===== src/rtl/modulo_pkg.sv =====
// modulo_pkg: definitions shared by the modulo controller, its wait counter
// and the ALU.
//   - ALU mode codes (ALU_NOP / ALU_SUB / ALU_LT), also decoded by alu_modulo.
//   - state_t: controller state encoding, also driven out on the debug port.
//   - WAIT_W: width of the ALU latency wait counter (ALU_LAT up to 15).
package modulo_pkg;

  localparam logic [2:0] ALU_NOP = 3'd0;
  localparam logic [2:0] ALU_SUB = 3'd1;
  localparam logic [2:0] ALU_LT  = 3'd2;

  localparam int unsigned WAIT_W = 4;

  typedef enum logic [3:0] {
    ST_IDLE  = 4'd0,
    ST_CAPT  = 4'd1,
    ST_LOAD  = 4'd2,
    ST_INIT  = 4'd3,
    ST_CMP   = 4'd4,
    ST_CHECK = 4'd5,
    ST_SUB   = 4'd6,
    ST_DONE  = 4'd7,
    ST_ERR   = 4'd8
  } state_t;

endpackage


===== src/rtl/ctrl_wait_cnt.sv =====
// ctrl_wait_cnt: loadable down-counter that times the ALU latency.
// Ports:
//   clk, rst    - clock, synchronous active-high reset (count cleared to 0)
//   load        - load the count with LAT
//   en          - decrement while non-zero
//   expire      - count is zero; after a load this is LAT enabled cycles later
// Parameter LAT: ALU latency in cycles, 1..15.
module ctrl_wait_cnt
  import modulo_pkg::*;
#(
  parameter int unsigned LAT = 2
) (
  input  logic clk,
  input  logic rst,
  input  logic load,
  input  logic en,
  output logic expire
);

  logic [WAIT_W-1:0] cnt;

  always_ff @(posedge clk) begin
    if (rst) begin
      cnt <= '0;
    end else if (load) begin
      cnt <= WAIT_W'(LAT);
    end else if (en && (cnt != '0)) begin
      cnt <= cnt - WAIT_W'(1);
    end
  end

  // Stays asserted once the count has run out, so the owning state sees one
  // extra cycle at zero: that cycle is the write-back slot.
  assign expire = (cnt == '0);

endmodule


===== src/rtl/controller_modulo.sv =====
// controller_modulo: control FSM sequencing datapath_modulo to compute
// Zahl1 mod Zahl2 by repeated subtraction.
// Ports:
//   clk, rst                - clock, synchronous active-high reset
//   start_i                 - start request, sampled only in IDLE
//   valid_i                 - datapath termination flag (valid_o)
//   dp_start_o              - datapath operand capture
//   alu_mode_o              - ALU mode (ALU_NOP/ALU_SUB/ALU_LT)
//   wren_*_o                - datapath write-back flags, at most one high
//   erg_to_alu_a_o,
//   Zahl2_to_alu_b_o        - ALU operand selects
//   check_for_termination_o - datapath termination strobe
//   busy_o                  - high in every state except IDLE
//   done_o                  - one-cycle completion pulse, result valid
//   err_o                   - one-cycle timeout pulse
//   dbg_state_o             - current FSM state, for observation only
// Parameters: ALU_LAT (1..15), MAX_ITER (subtraction limit).
// Build option: CTRL_MODULO_TIMEOUT_EN adds the iteration counter and the
// ERR state; without it err_o is constant 0 and Zahl2 = 0 never terminates.
// Every output is decoded from the state and the wait counter only; valid_i
// only steers the CHECK transition.
module controller_modulo
  import modulo_pkg::*;
#(
  parameter int unsigned ALU_LAT  = 2,
  parameter int unsigned MAX_ITER = 65535
) (
  input  logic       clk,
  input  logic       rst,
  input  logic       start_i,
  input  logic       valid_i,
  output logic       dp_start_o,
  output logic [2:0] alu_mode_o,
  output logic       wren_update_Zahlen_o,
  output logic       wren_Zahl1_to_erg_o,
  output logic       wren_term_erg_o,
  output logic       wren_res_to_erg_o,
  output logic       erg_to_alu_a_o,
  output logic       Zahl2_to_alu_b_o,
  output logic       check_for_termination_o,
  output logic       busy_o,
  output logic       done_o,
  output logic       err_o,
  output state_t     dbg_state_o
);

  state_t state, state_next;
  logic   wait_load, wait_en, wait_expire;

  ctrl_wait_cnt #(.LAT(ALU_LAT)) u_wait (
    .clk    (clk),
    .rst    (rst),
    .load   (wait_load),
    .en     (wait_en),
    .expire (wait_expire)
  );

  // Reload on every entry into CMP or SUB, including the direct SUB -> CMP hop.
  assign wait_load = (state_next != state) &&
                     ((state_next == ST_CMP) || (state_next == ST_SUB));
  assign wait_en   = (state == ST_CMP) || (state == ST_SUB);

`ifdef CTRL_MODULO_TIMEOUT_EN
  logic [15:0] iter_cnt;
  logic        iter_limit;

  always_ff @(posedge clk) begin
    if (rst) begin
      iter_cnt <= '0;
    end else if (state == ST_LOAD) begin
      iter_cnt <= '0;
    end else if ((state == ST_SUB) && wait_expire) begin
      iter_cnt <= iter_cnt + 16'd1;
    end
  end

  assign iter_limit = (iter_cnt == 16'(MAX_ITER));
`else
  // MAX_ITER has no function without the timeout logic.
  logic unused_max_iter;
  assign unused_max_iter = ^32'(MAX_ITER);
`endif

  always_ff @(posedge clk) begin
    if (rst) begin
      state <= ST_IDLE;
    end else begin
      state <= state_next;
    end
  end

  always_comb begin
    state_next = state;
    case (state)
      ST_IDLE:  if (start_i) state_next = ST_CAPT;
      ST_CAPT:  state_next = ST_LOAD;
      ST_LOAD:  state_next = ST_INIT;
      ST_INIT:  state_next = ST_CMP;
      ST_CMP:   if (wait_expire) state_next = ST_CHECK;
      ST_CHECK: begin
        if (valid_i) begin
          state_next = ST_DONE;
`ifdef CTRL_MODULO_TIMEOUT_EN
        end else if (iter_limit) begin
          state_next = ST_ERR;
`endif
        end else begin
          state_next = ST_SUB;
        end
      end
      ST_SUB:   if (wait_expire) state_next = ST_CMP;
      ST_DONE:  state_next = ST_IDLE;
`ifdef CTRL_MODULO_TIMEOUT_EN
      ST_ERR:   state_next = ST_IDLE;
`endif
      default:  state_next = ST_IDLE;
    endcase
  end

  always_comb begin
    dp_start_o              = 1'b0;
    alu_mode_o              = ALU_NOP;
    wren_update_Zahlen_o    = 1'b0;
    wren_Zahl1_to_erg_o     = 1'b0;
    wren_term_erg_o         = 1'b0;
    wren_res_to_erg_o       = 1'b0;
    erg_to_alu_a_o          = 1'b0;
    Zahl2_to_alu_b_o        = 1'b0;
    check_for_termination_o = 1'b0;
    done_o                  = 1'b0;
    err_o                   = 1'b0;
    case (state)
      ST_CAPT:  dp_start_o = 1'b1;
      ST_LOAD:  wren_update_Zahlen_o = 1'b1;
      ST_INIT:  wren_Zahl1_to_erg_o = 1'b1;
      ST_CMP: begin
        // Operands stay selected through the write-back cycle so the
        // registered ALU result is still the compare of erg and Zahl2.
        alu_mode_o       = ALU_LT;
        erg_to_alu_a_o   = 1'b1;
        Zahl2_to_alu_b_o = 1'b1;
        wren_term_erg_o  = wait_expire;
      end
      ST_CHECK: check_for_termination_o = 1'b1;
      ST_SUB: begin
        alu_mode_o        = ALU_SUB;
        erg_to_alu_a_o    = 1'b1;
        Zahl2_to_alu_b_o  = 1'b1;
        wren_res_to_erg_o = wait_expire;
      end
      ST_DONE:  done_o = 1'b1;
`ifdef CTRL_MODULO_TIMEOUT_EN
      ST_ERR:   err_o = 1'b1;
`endif
      default: ;
    endcase
  end

  assign busy_o      = (state != ST_IDLE);
  assign dbg_state_o = state;

endmodule


===== config.mk =====
export PLATFORM = sky130hd
export DESIGN_NAME = controller_modulo
export DESIGN_NICKNAME = d
export VERILOG_FILES = /design/src/rtl/modulo_pkg.sv /design/src/rtl/ctrl_wait_cnt.sv /design/src/rtl/controller_modulo.sv
export SDC_FILE = /design/constraint.sdc
export NUM_CORES = 1
export LEC_CHECK = 0
export ABC_AREA = 1
export BUFFER_PORTS_ARGS = -buffer_cell sky130_fd_sc_hd__buf_2
export CAP_MARGIN = 10
export CORE_UTILIZATION = 30
export DETAILED_ROUTE_END_ITERATION = 6
export GPL_TIMING_DRIVEN = 0
export SETUP_SLACK_MARGIN = 0.1
export SLEW_MARGIN = 20
export SYNTH_ARGS = -nofsm -noshare
export SYNTH_HDL_FRONTEND = slang
export SYNTH_SLANG_ARGS = --single-unit

===== constraint.sdc =====
create_clock -name clk -period 1.8 [get_ports clk]
set_input_delay 0.27 -clock clk [delete_from_list [all_inputs] [get_ports clk]]
set_output_delay 0.27 -clock clk [all_outputs]
set_load 0.01 [all_outputs]

# [Word level (Yosys, flattened, before mapping)]
# Index checks and enable logic that the tools add are counted.
[totals] reg_bits=8 in_bits=4 elab_cells=41
[classes] add_sub_neg=1 eq_ne=10 n_mux=16 reduce_logical=11
[op_table] cell="$pmux 4 s7" n=1
[op_table] cell="$eq 4x3->1 const B" n=6
[op_table] cell="$mux 4" n=3
[op_table] cell="$mux 1" n=9
[op_table] cell="$eq 4x2->1 const B" n=2
[op_table] cell="$logic_not 4->1" n=2
[op_table] cell="$reduce_bool 4->1" n=2
[op_table] cell="$eq 4x1->1 const B" n=1
[op_table] cell="$mux 2" n=2
[op_table] cell="$ne 4x4->1" n=1
[op_table] cell="$pmux 2 s2" n=1
[op_table] cell="$reduce_or 2->1" n=2
[op_table] cell="$sub 4x1->4 const B" n=1
[op_table] cell="$logic_and 1x1->1" n=2
[op_table] cell="$logic_or 1x1->1" n=2
[op_table] cell="$reduce_bool 2->1" n=1

# [Depth between registers and ports, before layout]
[logic_depth] word_depth=7 mapped_depth=10 mapped_depth_nobuf=10

# [By module]
# Synthesis repeated with hierarchy kept, for this count alone.
[unflattened] cells_unflattened=87 hier_area_um2=543.0
[by_module_without_submodules] module="controller_modulo" n_inst=1 cells_each=52 area_per_inst_um2=305.3
[by_module_without_submodules] module="ctrl_wait_cnt" n_inst=1 cells_each=35 area_per_inst_um2=237.7

# [Least setup slack after synthesis]
# No wires, ideal clock.
[synth_timing] kind="flip-flop to output port" startpoint="register u_wait.cnt[0]" endpoint="output port wren_res_to_erg_o" arrival_ns=0.987 required_time_ns=1.530 setup_slack_ns=0.543 path_stages_with_launch=5 path_buffers=0 cell_sequence="dfxtp_1 -> inv_1 -> ha_1 -> nand2_1 -> nor3_1"
[synth_between] elab_chain_cells=2
[synth_rtl] item="start: declaration" line="ctrl_wait_cnt.sv:20" text="logic [WAIT_W-1:0] cnt;"
[synth_rtl] item="start signal: assignment" line="ctrl_wait_cnt.sv:26" text="cnt <= WAIT_W'(LAT);"
[synth_rtl] item="start signal: assignment" line="ctrl_wait_cnt.sv:28" text="cnt <= cnt - WAIT_W'(1);"
[synth_rtl] item="$logic_not 4->1" line="ctrl_wait_cnt.sv:34" text="assign expire = (cnt == '0);"
[synth_rtl] item="$mux 1" line="controller_modulo.sv:132" text="case (state)"
[synth_rtl] item="end: declaration" line="controller_modulo.sv:37" text="output logic wren_res_to_erg_o,"
# Every way passes these cells.

# [Worst setup path in the final report]
# Ends and elaborated chain as after synthesis.

==> impl_metrics.csv <==
group,metric,value,unit
run_status,outcome,"completed",
detailed_routing,drc,0,
timing,slew_violations,0,
synth,syn_avg_cell_area,6.79,µm²
cells_and_area,layout.nets,115,
timing,finalSetupTns,0,ns
global_routing,grt.overflow.total,0,
floorplanning,rows,15,
place,port-buffer-count,19,
worst_setup_path,crit_required,1.53,ns
synth,synth_xor_area_frac,0.0461,
synth,yosys-top-cells-area,"dfxtp_1, nor2_1, inv_1, nand2_1, nand2_2",
floorplanning,core,1750,µm²
cells_and_area,n_antenna_cell,0,
synth,ys_warn_count,0,
worst_setup_path,reg2reg_from,"u_wait.cnt[1]",
worst_setup_path,path_max_fanout,6,
cts,cts_setup_buffers,0,
cts,clkLatencyLatePin,0.24,ns
global_routing,grt_start_max_net_pins,9,
timing,finalCritPeriodShare,0.897,
synth,synth_seq_cells,8,
global_routing,grt_pass1_vias,461,
min_path,min_delay_path_depth,2,
global_routing,grt_pass1_wl,1850,µm
floorplanning,start_util,0.327,
place,gp_congestion,0.769,
detailed_routing,routed_wl,1170,µm
cts,cts_hold_buf,0,
global_routing,grt_use_total,0.129,
place,dpl.hpwl,946,µm
detailed_routing,wl_per_cell,8.77,µm
run,cap_violations,0,
synth,netlist_area,571,µm²
power,vdd_drop_max,0.345,mV
floorplanning,io_pins,22,
synth,synth_top_family_by_area,"simple AND/OR/NAND/NOR gates",
worst_setup_path,slowest_delay,0.29,ns
timing,rsz0062_at_grt,"true",
detailed_routing,vias,552,
cts,h-tree-depth,1,
timing,skew,0.000633,ns
detailed_routing,vias_per_cell,4.15,
cts,cts_tree,"done",
floorplanning,die_w,45.6,µm
power,p_per_area,487,nW/µm²
timing,hold_viol_final,0,
detailed_routing,wl_met3,17,µm
worst_setup_path,reg2reg_slack,0.43,ns
worst_setup_path,critPathBufInv,2,
detailed_routing,wl_met2,608,µm
cts,path_clk_slew,0.05,ns
timing,setup_viol,0,
detailed_routing,drt_iter0_drc,12,
worst_setup_path,crit_arrival,1.34,ns
synth,synth_fa_ha_area_frac,0.0219,
synth,syn_inst,84,
worst_setup_path,worstSetupStartpointType,"register",
cells_and_area,syn2layout_area_growth,27.4,%
worst_setup_path,reg2reg_to,"u_wait.cnt[3]",
cells_and_area,finish.utilization,0.416,
synth,synth_area_leader_cell,"dfxtp_1",
min_path,hold_path.startpoint,"rst",
detailed_routing,wl_met1,529,µm
worst_setup_path,path_class,"reg -> out",
min_path,min_delay_worst_endpoint,"u_wait.cnt[1]",
floorplanning,die_area,2080,µm²
cells_and_area,drive_gt1_frac,0.398,
detailed_routing,ant_nets,0,
floorplanning,die_y,45.6,µm
timing,max_clock_freq,619,MHz
worst_setup_path,ff2ff_path_depth,7,
power,p_leak,0.407,nW
cells_and_area,fillCellCount,197,
cts,cts_resized,0,
worst_setup_path,crit_family,"simple AND/OR/NAND/NOR gates",
cts,clkSinkCount,8,
worst_setup_path,critPathCaptureType,"output pin",
detailed_routing,first_pass_iters,4,
synth,synthMuxAreaShare,0,
synth,yosysTopAreaCellShare,0.281,
cts,cts_made_buffers,3,
cts,cts_max_path_buffers,2,
synth,yosys.cell_types.count,22,
timing,period_needed,1.61,ns
synth,synth-compound-area-share,0.0373,
synth,seq_area_frac_synth,0.281,
synth,synthSimpleGateAreaFrac,0.450,
worst_setup_path,slowest_stage,"dfxtp_1",
worst_setup_path,cp_cell_sequence,"inv_1, ha_1, nand2_1, nor3_1, buf_2",
global_routing,antenna_found_initial,0,
cts,root_buffer,"clkbuf_4",
detailed_routing,dr.max_layer_used,"met4",
min_path,hold_class,"in -> reg",
==> final cells by class <==
cell class | count | area (µm²) | area share
Sequential cell | 8 | 160 | 0.220
Timing Repair Buffer | 19 | 95.1 | 0.131
Clock buffer | 3 | 22.5 | 0.0310
Tap cell | 25 | 31.3 | 0.0430
Inverter | 15 | 56.3 | 0.0775
Multi-Input combinational cell | 59 | 328 | 0.451
Buffer | 4 | 33.8 | 0.0465
==> worst reg2reg max path: stages, from the launching register on <==
cell and delay [ns]:
dfxtp_1 0.34, inv_1 0.06, ha_1 0.21, nand2_1 0.23
nand4_1 0.15, xor2_1 0.15, inv_1 0.06, nor2_1 0.11
==> cells in the mapped netlist (all sizes together) <==
cell type,number
nor2,20
nand4,2
conb,1
ha,1
nand3,8
buf,4
xor2,2
a21oi,2
dfxtp,8
nor3,1
nand2,18
inv,15
o211ai,1
xnor2,1
==> state kept, by name (all words and copies together) (netlist names) <==
| register | count |
|---|---|
| dbg_state_o | 4 |
| u_wait.cnt | 4 |
==> layer usage <==
layer,vias up,global-route usage
li1,297,-
met1,248,0.163
met2,5,0.186
met3,2,0.0238
met4,0,0.109
met5,-,0
==> per-stage QoR <==
step | area [µm²] | hold WS (ns) | power (mW) | setup slack [ns] | instances
final | 727 | 0.234 | 0.354 | 0.185 | 133
after global routing | 727 | 0.236 | 0.373 | 0.0910 | 133
after CTS | 727 | 0.220 | 0.364 | 0.155 | 133
after detailed placement | 704 | 0.482 | 0.233 | 0.428 | 130
after global placement | 704 | 0.483 | 0.233 | 0.453 | 130
after floorplan | 578 | 0.332 | 0.219 | 0.543 | 86
==> worst max-delay path by stage <==
stage                  start                 to  depth (start not counted)
3_5_place_dp   u_wait.cnt[0]  wren_res_to_erg_o                          5
4_1_cts        u_wait.cnt[0]  wren_res_to_erg_o                          5
2_1_floorplan  u_wait.cnt[0]  wren_res_to_erg_o                          4
6_report       u_wait.cnt[0]  wren_res_to_erg_o                          5
5_1_grt        u_wait.cnt[0]  wren_res_to_erg_o                          5
3_3_place_gp   u_wait.cnt[0]  wren_res_to_erg_o                          5
==> kinds of logic (layout without fill, tap and decap cells) <==
| family | count (synthesis) | after routing |
|---|---|---|
| fa+ha+maj | 1 | 1 |
| xor+xnor | 3 | 3 |
| flops | 8 | 8 |
| buf+inv | 19 | 41 |
| compound gates | 3 | 3 |
| other cells | 1 | 3 |
| simple gates | 49 | 49 |
==> cell usage in the layout, fill, tap and decap left out <==
| master | instances |
|---|---|
| nand4_1 | 2 |
| ha_1 | 1 |
| a21oi_2 | 1 |
| conb_1 | 3 |
| inv_2 | 3 |
| xor2_1 | 2 |
| nand3_1 | 6 |
| o211ai_1 | 1 |
| nand2_1 | 11 |
| xnor2_1 | 1 |
| nor2_1 | 16 |
| nand3_2 | 2 |
| nand2_2 | 6 |
| buf_6 | 1 |
| nor3_1 | 1 |
| nand2_4 | 1 |
| buf_4 | 3 |
| nor2_2 | 3 |
| inv_1 | 12 |
| a21oi_1 | 1 |
| clkbuf_4 | 3 |
| buf_2 | 19 |
| nor2_8 | 1 |
| dfxtp_1 | 8 |
==> power breakdown <==
group	switching, mW	internal [mW]	total, mW	leakage (nW)
logic	0.0280	0.0177	0.0457	0.329
clock network	0.0492	0.0755	0.125	0.0138
registers	0.00314	0.181	0.184	0.0650
Note: power is estimated with default switching activity, not from simulation.
